**src/rtl/bus_cycle_controller.sv**
```systemverilog
// bus_cycle_controller
// Owns the 68000 bus handshake beside the address decoder. It adds a
// per-region wait-state count before DTACK, autovectors interrupt-acknowledge
// cycles through VPA, waits for expansion-bus DTACK on unselected cycles, and
// ends any cycle left unanswered for TIMEOUT clocks with BERR. All three
// strobes are registered and at most one of them is low at a time.

module bus_cycle_controller #(
   parameter int unsigned ROM_WAIT = 2,
   parameter int unsigned RAM_WAIT = 0,
   parameter int unsigned IO_WAIT  = 3,
   parameter int unsigned TIMEOUT  = 64
) (
   input  logic       CLK,
   input  logic       RST,
   input  logic       AS,
   input  logic       UDS,
   input  logic       LDS,
   input  logic [2:0] FC,
   input  logic       SEL_ROM,
   input  logic       SEL_RAM,
   input  logic       SEL_IO,
   input  logic       EXT_DTACK,
   input  logic       CLR_FLAG,
   output logic       DTACK,
   output logic       BERR,
   output logic       VPA,
   output logic       BERR_FLAG
);

   typedef enum logic [2:0] {
      IDLE,
      WAIT,
      EXTW,
      ACK,
      VACK,
      BERRS
   } state_t;

   localparam logic [15:0] ROM_W = 16'(ROM_WAIT);
   localparam logic [15:0] RAM_W = 16'(RAM_WAIT);
   localparam logic [15:0] IO_W  = 16'(IO_WAIT);
   localparam logic [8:0]  TMO   = 9'(TIMEOUT);

   state_t      state;
   logic [15:0] wcnt;
   logic [7:0]  tcnt;
   logic [8:0]  tcnt_inc;
   logic        timeout_hit;
   logic        sel_hit;
   logic [15:0] sel_w;

   // Data strobes play no part in cycle termination; an AS-only cycle is
   // still answered.
   logic unused_strobes;
   assign unused_strobes = UDS ^ LDS;

   assign tcnt_inc    = {1'b0, tcnt} + 9'd1;
   assign timeout_hit = (tcnt_inc == TMO);

   // Prioritised region decode: ROM over RAM over IO, none means expansion bus.
   always_comb begin
      sel_hit = 1'b1;
      sel_w   = '0;
      if (!SEL_ROM) begin
         sel_w = ROM_W;
      end else if (!SEL_RAM) begin
         sel_w = RAM_W;
      end else if (!SEL_IO) begin
         sel_w = IO_W;
      end else begin
         sel_hit = 1'b0;
      end
   end

   // Cycle FSM with registered strobes, wait/timeout counters and sticky flag.
   always_ff @(posedge CLK) begin
      if (!RST) begin
         state     <= IDLE;
         wcnt      <= '0;
         tcnt      <= '0;
         DTACK     <= 1'b1;
         BERR      <= 1'b1;
         VPA       <= 1'b1;
         BERR_FLAG <= 1'b0;
      end else begin
         // A set later in this block overrides the clear on the same edge.
         if (CLR_FLAG) begin
            BERR_FLAG <= 1'b0;
         end

         case (state)
            IDLE: begin
               tcnt <= '0;
               if (!AS) begin
                  if (FC == 3'b111) begin
                     state <= VACK;
                     VPA   <= 1'b0;
                  end else if (sel_hit) begin
                     if (sel_w == 16'd0) begin
                        state <= ACK;
                        DTACK <= 1'b0;
                     end else begin
                        state <= WAIT;
                        wcnt  <= sel_w;
                     end
                  end else begin
                     state <= EXTW;
                  end
               end
            end

            // Timeout beats wait expiry so an oversized wait count still ends in BERR.
            WAIT: begin
               if (AS) begin
                  state <= IDLE;
               end else if (timeout_hit) begin
                  state     <= BERRS;
                  BERR      <= 1'b0;
                  BERR_FLAG <= 1'b1;
               end else if (wcnt == 16'd1) begin
                  state <= ACK;
                  DTACK <= 1'b0;
               end else begin
                  wcnt <= wcnt - 16'd1;
                  tcnt <= tcnt_inc[7:0];
               end
            end

            // An expansion DTACK arriving on the timeout edge still wins.
            EXTW: begin
               if (AS) begin
                  state <= IDLE;
               end else if (!EXT_DTACK) begin
                  state <= ACK;
                  DTACK <= 1'b0;
               end else if (timeout_hit) begin
                  state     <= BERRS;
                  BERR      <= 1'b0;
                  BERR_FLAG <= 1'b1;
               end else begin
                  tcnt <= tcnt_inc[7:0];
               end
            end

            ACK, VACK, BERRS: begin
               if (AS) begin
                  state <= IDLE;
                  DTACK <= 1'b1;
                  BERR  <= 1'b1;
                  VPA   <= 1'b1;
               end
            end

            default: begin
               state <= IDLE;
               DTACK <= 1'b1;
               BERR  <= 1'b1;
               VPA   <= 1'b1;
            end
         endcase
      end
   end

endmodule
```
**config.mk**
```make
export PLATFORM = sky130hd
export DESIGN_NAME = bus_cycle_controller
export DESIGN_NICKNAME = d
export VERILOG_FILES = /design/src/rtl/bus_cycle_controller.sv
export SDC_FILE = /design/constraint.sdc
export NUM_CORES = 1
export LEC_CHECK = 0
export BUFFER_PORTS_ARGS = -buffer_cell sky130_fd_sc_hd__buf_4
export CAP_MARGIN = 10
export CORE_MARGIN = 2
export CORE_UTILIZATION = 40
export CTS_BUF_LIST = sky130_fd_sc_hd__clkbuf_4
export CTS_CLUSTER_DIAMETER = 120
export DETAILED_ROUTE_END_ITERATION = 16
export PLACE_DENSITY_LB_ADDON = 0.2
export SYNTH_ARGS = -nofsm -noshare
export SYNTH_HDL_FRONTEND = slang
export SYNTH_SLANG_ARGS = --single-unit
```
**constraint.sdc**
```tcl
create_clock -name CLK -period 3.6 [get_ports CLK]
set_input_delay 0.54 -clock CLK [delete_from_list [all_inputs] [get_ports CLK]]
set_output_delay 0.54 -clock CLK [all_outputs]
set_load 0.01 [all_outputs]
```
==> results.ini <==
[setup_path]
r2r_start=state[1]$_SDFFE_PN0P_
required_ps=3870
slowest_stage=dfxtp_1
path_buf_inv=0
max_stage_delay_ps=500
startpoint=state[1]$_SDFFE_PN0P_
critPathKind=reg -> reg
rr_worst_depth=6
path_max_fanout=15
path_cells=or3_4 -> a211oi_4 -> a21o_4 -> nand4_2 -> or4_1 -> a21oi_1
end_kind=flop
cp.depth=6
r2r_slack_ps=1190
worst_path_dominant_cell_family=simple AND/OR/NAND/NOR gates
start_kind=flop
worstPathArrival_ps=2680

[logic_synthesis]
synth_top_area_share_pct=33.0
synth_top_area_cell=dfxtp_1
synth_seq_cells=31
synth_edf_count=0
synthArstFlopShare_pct=0
synth.avg_cell_area_um2=8.44
synth_cell_types=60
synthCells=223
synth_commonest_cells=dfxtp_1, a21oi_1, nand2_1
syn_nets=239
yosysMostFrequentCell=dfxtp_1
yosysWarnings=0
synth_ff_type=dfxtp_1
synthesis.area_mm2=0.00188
ys_seq_area_share_pct=33.0
synth_area_leaders=dfxtp_1, a21oi_1, o21ai_0, nand2_1, or3_1

[clock_tree]
cts_sinks=31
cts_tree=done
cts.path.max_buffers=2
cts_setup_buffers=0
cts_root_buffer=clkbuf_4
cts-resized-gates=0
clk_pin_slew_ps=100
cts_max_level=2
cts_made_buffers=5
clk_latency_ps=330
hold_buffers=0

[detailed_routing]
drt_first_pass_iters=4
routedWlPerCell_um=14.3
num_vias=1708
vias_per_cell=5.91
drt_iter0_markers=144
drc=0
ant_nets=0
finalWirelength_mm=4.13

[finish]
num-nets-final=252
layout-drive-gt1-share_pct=15.2
seqCellArea_um2=621
fillers=450
area_growth_pct=8.44
multi_input_area_mm2=0.00117
final_cell_area_mm2=0.00204
num_antenna_cells=0

[power]
ir_drop_uv=271
leakagePower_uw=0.000766
powerDensity_mw_per_mm2=793

[placement]
gp_congestion=0.893
dpl_cell_area_mm2=0.00199
port_buffers=14
hpwl_mm=2.92

[hold_path]
hold_class=reg -> reg
holdPathStages=2
min_from=VPA$_SDFFE_PN1P_

[sta]
finalCritPeriodShare_pct=67.0
slew_headroom_pct=61.4
tightestPinTransition_ps=578
fin_crit_ps=2410
final-max-slew-violation-count=0
rsz0062_at_grt=no
setup_tns_ps=0
clock-skew-final_ps=13.2
setup_viol=0
max_freq_mhz=414
finalHoldViolations=0

[floorplan]
die_area_mm2=0.00527
rows=24
core_mm2=0.00444
die_h_um=72.6
initial_utilization_pct=42.4
die_w_um=72.6
ios=17

[global_routing]
grt_pass1_vias=1553
grt_max_degree=16
track_usage_pct=17.1
grt_pass1_wl_mm=7.18
overflow=0
antenna_found_initial=0

[flow_run]
drv_cap=0

[status]
status=complete, no violations

sequential cells by signal, indices dropped and copies added (netlist names):
register   count
state          3
DTACK          1
wcnt          16
BERR_FLAG      1
VPA            1
tcnt           8
BERR           1
cells by family (layout without fill, tap and decap cells):
kind of cell,Yosys count,count (layout),share of synthesized area (%)
and+or+nand+nor,93,93,29.8
AOI/OAI and AO/OA,74,74,27.5
DFF,31,31,33.0
buffers and inverters,16,30,4.98
xor gates and xnor gates,6,6,2.79
adders and majority gates,3,3,1.99
final timing paths:
path,end
setup / recovery,wcnt[15]$_SDFFE_PN0P_
hold / removal,VPA$_SDFFE_PN1P_
setup reg to reg,wcnt[15]$_SDFFE_PN0P_
hold reg to reg,VPA$_SDFFE_PN1P_
per-layer routing:
| metal | vias to the layer above | wire, um | share of wire, % | GRT usage (%) |
|---|---|---|---|---|
| li1 | 882 | - | - | - |
| met1 | 781 | 2200 | 53 | 23.8 |
| met2 | 37 | 1710 | 41 | 25.4 |
| met3 | 8 | 163 | 3.9 | 4.14 |
| met4 | 0 | 66 | 1.6 | 7.20 |
| met5 | - | 0 | 0 | 0 |
tightest hold or removal path, cell delays in order (launching register included):
cell and delay (ps):
dfxtp_1 320, o31ai_1 60, nand2_1 50
report_power, final:
part | total [uW] | internal [uW] | switching [uW]
clock network | 198 | 79.8 | 118
registers | 569 | 446 | 123
logic | 853 | 362 | 492
total | 1620 | 887 | 733
stage by stage:
step	setup slack, ps	std cells	hold WS (ps)	power (uW)	util (%)
after floorplan	1520	223	440	1260	-
after global placement	1120	281	445	1410	44.8
after detailed placement	1080	281	449	1420	44.8
after CTS	1200	289	464	1630	45.9
after global routing	968	289	479	1800	45.9
final	1190	289	461	1620	45.9
area by class of cell:
class                   count  share of cell area, %
repair buffers             14                   5.15
flip-flops and latches     31                   30.4
inverters                   8                   1.47
multi-input cells         176                   57.2
well taps                  52                   3.19
clock inverters             2                  0.368
clock buffers               6                   2.21
cells in the final DEF, fill, tap and decap left out, types with 4 or more instances in the layout:
cell and count:
or3_1 9, nand3_1 7, o31ai_1 7, and3_1 5, nand4_1 7, a21oi_1 22
nor2_1 12, nor3_1 4, or4_1 6, nand2_1 16, clkbuf_4 6, xor2_1 4
buf_4 14, o21ai_0 12, a22o_1 4, dfxtp_1 31, inv_1 7
No activity file was read; power rests on OpenSTA's default activity.
